File: config.mk
export PLATFORM = sky130hd
export DESIGN_NAME = if_unit
export DESIGN_NICKNAME = d
export VERILOG_FILES = /design/src/rtl/cpu_pkg.sv /design/src/rtl/next_pc_gen.sv /design/src/rtl/if_unit.sv
export SDC_FILE = /design/constraint.sdc
export NUM_CORES = 1
export LEC_CHECK = 0
export CAP_MARGIN = 10
export CORE_AREA = 3 3 157 159
export DETAILED_ROUTE_END_ITERATION = 8
export DIE_AREA = 0 0 160 162
export HOLD_SLACK_MARGIN = 0.03
export PLACE_DENSITY = 0.66
export REMOVE_ABC_BUFFERS = 1
export SKIP_CTS_REPAIR_TIMING = 1
export SYNTH_ARGS = -nofsm -noshare
export SYNTH_HDL_FRONTEND = slang
export SYNTH_SLANG_ARGS = --single-unit
File: constraint.sdc
create_clock -name clk -period 8.45 [get_ports clk]
set_clock_uncertainty 0.15 [all_clocks]
set_input_delay 1.69 -clock clk [delete_from_list [all_inputs] [get_ports clk]]
set_output_delay 1.69 -clock clk [all_outputs]
set_load 0.05 [all_outputs]
File: src/rtl/cpu_pkg.sv
// Shared definitions for the fetch unit and the control decoder.
package cpu_pkg;

    // Next-PC select, produced by the decoder and consumed by fetch.
    typedef enum logic [1:0] {
        PC_PLUS4  = 2'b00,
        PC_JAL    = 2'b01,
        PC_JALR   = 2'b10,
        PC_BRANCH = 2'b11
    } pc_sel_e;

    // Fetch unit control states.
    typedef enum logic [1:0] {
        StFetch = 2'b00,
        StValid = 2'b01,
        StFault = 2'b10
    } fetch_state_e;

    localparam logic [31:0] RESET_PC = 32'h0000_0000;

endpackage

File: src/rtl/next_pc_gen.sv
// Combinational next-PC computation and misalignment detection.
module next_pc_gen
    import cpu_pkg::*;
(
    input  logic [31:0] i_inst_pc,
    input  pc_sel_e     i_pc_sel,
    input  logic        i_branch_taken,
    input  logic [31:0] i_imm,
    input  logic [31:0] i_rs1_val,
    output logic [31:0] o_next_pc,
    output logic        o_misaligned
);

    logic [31:0] w_pc_plus4;
    logic [31:0] w_pc_imm;
    logic [31:0] w_jalr_tgt;

    assign w_pc_plus4 = i_inst_pc + 32'd4;
    assign w_pc_imm   = i_inst_pc + i_imm;
    // jalr clears bit 0 of the target; bit 1 can still be set and fault.
    assign w_jalr_tgt = (i_rs1_val + i_imm) & ~32'h1;

    // Select the next PC from the decoder's encoding.
    always_comb begin
        o_next_pc = w_pc_plus4;
        unique case (i_pc_sel)
            PC_PLUS4:  o_next_pc = w_pc_plus4;
            PC_JAL:    o_next_pc = w_pc_imm;
            PC_JALR:   o_next_pc = w_jalr_tgt;
            PC_BRANCH: o_next_pc = i_branch_taken ? w_pc_imm : w_pc_plus4;
            default:   o_next_pc = w_pc_plus4;
        endcase
    end

    assign o_misaligned = |o_next_pc[1:0];

endmodule

File: src/rtl/if_unit.sv
// Instruction fetch unit: holds the PC, fetches over a req/ack port and
// hands each instruction to decode through a valid/ready handshake.
module if_unit
    import cpu_pkg::*;
#(
    parameter logic [31:0] RETIRED_INIT = 32'h0000_0000
) (
    input  logic        clk,
    input  logic        rst_n,
    output logic        o_imem_req,
    output logic [31:0] o_imem_addr,
    input  logic        i_imem_ack,
    input  logic [31:0] i_imem_rdata,
    output logic [31:0] o_inst,
    output logic [31:0] o_inst_pc,
    output logic        o_inst_valid,
    input  logic        i_inst_ready,
    input  logic [1:0]  i_pc_sel,
    input  logic        i_branch_taken,
    input  logic [31:0] i_imm,
    input  logic [31:0] i_rs1_val,
    output logic        o_fault,
    output logic [31:0] o_retired
);

    fetch_state_e r_state;
    fetch_state_e w_state_next;
    logic [31:0]  r_pc;
    logic [31:0]  r_inst;
    logic [31:0]  r_inst_pc;
    logic         r_inst_valid;
    logic         r_fault;
    logic [31:0]  r_retired;

    logic         w_fetch_done;
    logic         w_accept;
    logic [31:0]  w_next_pc;
    logic         w_misaligned;

    next_pc_gen u_next_pc_gen (
        .i_inst_pc      (r_inst_pc),
        .i_pc_sel       (pc_sel_e'(i_pc_sel)),
        .i_branch_taken (i_branch_taken),
        .i_imm          (i_imm),
        .i_rs1_val      (i_rs1_val),
        .o_next_pc      (w_next_pc),
        .o_misaligned   (w_misaligned)
    );

    // State register.
    always_ff @(posedge clk or negedge rst_n) begin
        if (!rst_n) begin
            r_state <= StFetch;
        end else begin
            r_state <= w_state_next;
        end
    end

    // Next-state decode and handshake strobes.
    always_comb begin
        w_state_next = r_state;
        w_fetch_done = 1'b0;
        w_accept     = 1'b0;
        unique case (r_state)
            StFetch: begin
                if (i_imem_ack) begin
                    w_fetch_done = 1'b1;
                    w_state_next = StValid;
                end
            end
            StValid: begin
                if (i_inst_ready) begin
                    w_accept     = 1'b1;
                    w_state_next = w_misaligned ? StFault : StFetch;
                end
            end
            StFault: w_state_next = StFault;
            default: w_state_next = StFetch;
        endcase
    end

    // PC, instruction, status and retire-counter registers.
    always_ff @(posedge clk or negedge rst_n) begin
        if (!rst_n) begin
            r_pc         <= RESET_PC;
            r_inst       <= 32'h0;
            r_inst_pc    <= 32'h0;
            r_inst_valid <= 1'b0;
            r_fault      <= 1'b0;
            r_retired    <= RETIRED_INIT;
        end else begin
            if (w_fetch_done) begin
                r_inst       <= i_imem_rdata;
                r_inst_pc    <= r_pc;
                r_inst_valid <= 1'b1;
            end
            if (w_accept) begin
                r_retired    <= r_retired + 32'd1;
                r_inst_valid <= 1'b0;
                // A misaligned target leaves the PC on the faulting instruction.
                if (w_misaligned) begin
                    r_fault <= 1'b1;
                end else begin
                    r_pc <= w_next_pc;
                end
            end
        end
    end

    // Request is gated by reset so it reads low while reset is held.
    assign o_imem_req   = rst_n && (r_state == StFetch);
    assign o_imem_addr  = r_pc;
    assign o_inst       = r_inst;
    assign o_inst_pc    = r_inst_pc;
    assign o_inst_valid = r_inst_valid;
    assign o_fault      = r_fault;
    assign o_retired    = r_retired;

endmodule

# After elaboration in Yosys (flattened, before gate mapping)
# Index checks and enable logic that the tools add are counted.
# word_totals
inputBits	103
register_bits	132
out_inout_bits	131
# classes
bitwise	1
addsub	4
reduce_logical	8
muxes	12
eq_ne	7
# ops
op	n
$pmux W32 S4	1
$add A32 B32 Y32	2
$add A32 B1 Y32 const B	1
$add A32 B3 Y32 const B	1
$mux W32	1
$eq A2 B2 Y1 const B	3
$mux W1	6
$mux W2	3
$pmux W2 S3	1
$reduce_and A2 Y1	3
$eq A2 B1 Y1 const B	2
$logic_not A2 Y1	2
$ne A2 B2 Y1 const B	2
$reduce_bool A2 Y1	1
$reduce_or A2 Y1	1
$logic_and A1 B1 Y1	1
$not A1 Y1	1

# Longest topological paths before layout
# logic_depth
ltp_word	7
mapped_depth	12
ltp_nobuf	12

# Cells and area by module
# A second synthesis with hierarchy kept.
# hier_totals
cells_unflattened	1008
area_unflattened_um2	9616.7
# modules_own_cells
module	seq_area_each_um2	cells_per_inst	instances	area_each_um2
if_unit	3303.2	353	1	5216.3
next_pc_gen	0.0	655	1	4400.5

# Least setup slack after synthesis
# OpenSTA, ideal clock, no wires.
# synth_path
path_kind	in2out
from	input port rst_n
to	output port o_imem_req
path_buffers	0
setup_slack_ns	3.774
required_time_ns	6.610
cell_stages	1
arrival_ns	2.836
cell_sequence	nor3b_1
# synth_via
elab_chain_len	1
# synth_rtl
item	line	text
from (decl)	if_unit.sv:9	input logic rst_n,
$logic_and A1 B1 Y1	if_unit.sv:111	assign o_imem_req = rst_n && (r_state == StFetch);
to (decl)	if_unit.sv:10	output logic o_imem_req,
# No other way between the ends.

# Final worst setup path
# Ends and elaborated chain as after synthesis.

==> results.cfg <==
[synth]
synth_ff_type = dfrtp_1
yosysWarnings = 0
synth_edf_count = 0
ys_seq_area_frac = 0.356
syn_area_per_cell_um2 = 9.36
ys_async_sr_fraction = 1.00
synth_cells = 990
syn-cell-area_mm2 = 0.00927
yosysUniqueCellTypes = 74
ys_ff_latch = 132

[drt]
wl_met3_mm = 2.11
wl_met1_mm = 12.8
via_count = 8675
highest_layer = met4
drc = 0
ant_nets = 0
routed_wl_mm = 29.2
vias_per_cell = 5.63
drt_pass1_iterations = 6
drt_iter0_drc = 611
wl_per_cell_um = 19.0
met2WireLength_mm = 13.8

[clock_tree]
clock-root-buffer = clkbuf_16
path_clk_slew_ns = 0.07
cts-buffers-inserted = 17
h-tree-depth = 4
clockBufferDepth = 2
clk_latency_ns = 0.43
cts_tree = yes
clock-sinks = 132

[timing]
setup_viol = 0
fin_tns_setup_ns = 0
slew_viol_final = 0
final_hold_viol_count = 0
worst_slew_pin_slew_ns = 1.15
min_period_ns = 5.19
layout_setup_ws_ns = 3.26
fmax_ghz = 0.193
relSlewSlack = 0.234
fin_crit_sh = 0.614
hold_ws_ns = 0.320
rsz0062_at_grt = false

[worst_setup_path]
crit_buf_inv = 2
cp_slowest_cell = clkdlybuf4s50_1
crit_arrival_ns = 3.35
end_kind = output port
regToRegEndpoint = o_imem_addr[31]$_DFFE_PN0P_
rr_startpoint = o_inst_pc[1]$_DFFE_PN0P_
cp_top_family = buffers and inverters
worstSetupPathType = in2out
path_cells = buf_6 -> nor3b_1 -> clkdlybuf4s50_1
start_kind = input pin
ff2ff_setup_slack_ns = 5.16
worst-endpoint-required_ns = 6.61
slowest_delay_ns = 0.83
cp_max_fo = 70
rr_worst_depth = 10

[floorplan]
ios = 234
die_x_um = 160
start_util = 0.396
fp.coreArea_mm2 = 0.0234
die_area_mm2 = 0.0259
die_y_um = 162
rows = 56

[power]
p_clk_frac = 0.169
p_total_mw = 4.41
seqPwrFrac = 0.252
ir_drop_mv = 0.220
combinationalPowerShare = 0.579
p_per_area_mw_per_mm2 = 353
swShare = 0.494
internal_power_mw = 2.23
leakagePower_nw = 5.26
power_switching_mw = 2.18

[placement]
dp_hpwl_mm = 21.7
place.port_buffers = 233
placed_cell_area_mm2 = 0.0119
dp.cells = 1508
gp_congestion = 0.907
place_ws_ns = 3.19

[final_layout]
fin_util = 0.534
multiInputGateArea_mm2 = 0.00575
regArea_mm2 = 0.00330
finish.instance_area_mm2 = 0.0125
syn_to_final_growth_pct = 34.7
drive_gt1_frac = 0.102
final_cells = 1541
final_nets = 1376
fillerInstances = 2238

[run]
drv_cap = 0

[min_path]
hp-class = reg2reg
min_path_cells = 1
hold_end = o_retired[31]$_DFFE_PN0P_
hold_start = o_retired[31]$_DFFE_PN0P_

[global_route]
grt_pass1_wl_mm = 46.3
grt_use_total = 0.222
grt_overflow_total = 0
grt_pass1_vias = 8416
grt_start_max_net_pins = 71
antenna_found_initial = 1

[run_status]
outcome = complete, no violations
-- worst reg2reg max path, stage by stage, from the launching register on --
cell,delay (ns)
dfrtp_1,0.42
ha_1,0.32
a211oi_1,0.37
o211ai_1,0.17
a221o_1,0.46
a21oi_1,0.22
a31oi_1,0.20
a41oi_1,0.44
a21oi_1,0.13
o22ai_1,0.16
o211ai_1,0.11
-- cell type report --
class,instances,share of cell area
Clock buffer,17,0.0341
Inverter,17,0.00511
Timing Repair Buffer,241,0.192
Clock inverter,15,0.0120
Multi-Input combinational cell,799,0.460
Antenna cell,1,0.000200
Sequential cell,132,0.265
Tap cell,319,0.0320
-- power by group through the flow --
stage / registers (mW) / logic (mW) / clock network, mW
6_report: 1.11 / 2.55 / 0.746
5_1_grt: 1.15 / 2.73 / 0.786
3_3_place_gp: 1.11 / 2.53 / 0
4_1_cts: 1.11 / 2.55 / 0.761
3_5_place_dp: 1.12 / 2.54 / 0
2_1_floorplan: 1.82 / 1.01 / 0
-- cell usage after synthesis (8+ instances only) --
cell type,n,area share
nor2_1,57,0.023
nand2_1,93,0.038
mux2_2,62,0.075
o22ai_1,10,0.0068
o21ai_1,18,0.0097
a211oi_1,8,0.0065
nor3_1,15,0.0081
a21o_1,32,0.026
nor2b_1,9,0.0061
a222oi_1,9,0.0097
and3_1,17,0.011
ha_1,63,0.085
o21a_1,10,0.0081
nand2b_1,8,0.0054
inv_1,17,0.0069
o21ai_0,45,0.024
nand4_1,30,0.020
dfrtp_1,132,0.36
clkbuf_1,38,0.015
nand3_1,30,0.016
a31oi_1,15,0.010
xor2_1,55,0.052
xnor2_1,52,0.049
a21oi_1,65,0.035
-- placed cells by master, fill, tap and decap left out, types with 7 or more instances in the layout --
master,instances
clkdlybuf4s50_1,232
dfrtp_1,132
nand2_1,93
a21oi_1,65
ha_1,63
mux2_2,62
nor2_1,57
xor2_1,55
xnor2_1,52
o21ai_0,44
a21o_1,32
nand3_1,30
nand4_1,30
o21ai_1,18
inv_1,17
and3_1,17
clkbuf_16,17
nor3_1,15
a31oi_1,15
o21a_1,10
o22ai_1,10
nor2b_1,9
a222oi_1,9
a211oi_1,8
nand2b_1,8
buf_4,8
and2_1,7
inv_6,7
-- kinds of logic (layout without fill, tap and decap cells) --
logic type               count (synthesis)  count (layout)  synth area share
AND/OR/NAND/NOR                        294             294             0.158
AO/OA/AOI/OAI                          267             267             0.191
flip-flops                             132             132             0.356
XOR/XNOR                               107             107             0.101
multiplexers                            66              66            0.0797
adder cells (fa/ha/maj)                 65              65            0.0894
buffers and inverters                   59             290            0.0243
other                                    0               1                 0
-- how the worst max path moves through the flow --
stage / startpoint / to / slack (ns) / cells past startpoint
after floorplan: i_imem_ack / o_inst[0]$_DFFE_PN0P_ / 1.14 / 2
after global placement: rst_n / o_imem_req / 3.25 / 3
after detailed placement: i_imm[1] / o_imem_addr[30]$_DFFE_PN0P_ / 3.19 / 12
after CTS: rst_n / o_imem_req / 3.21 / 3
after global routing: rst_n / o_imem_req / 3.11 / 3
final: rst_n / o_imem_req / 3.26 / 3
-- layer usage --
| metal | GRT usage | vias to the layer above |
|---|---|---|
| met5 | 0 | - |
| met3 | 0.0457 | 37 |
| li1 | - | 4114 |
| met2 | 0.363 | 320 |
| met1 | 0.300 | 4204 |
| met4 | 0.0663 | 0 |
-- state kept, by name (all words and copies together), names as in the netlist --
name and cells:
r_state 2, o_retired 32, o_imem_addr 32, o_inst_valid 1
o_fault 1, o_inst 32, o_inst_pc 32
Note: power is estimated with default switching activity, not from simulation.
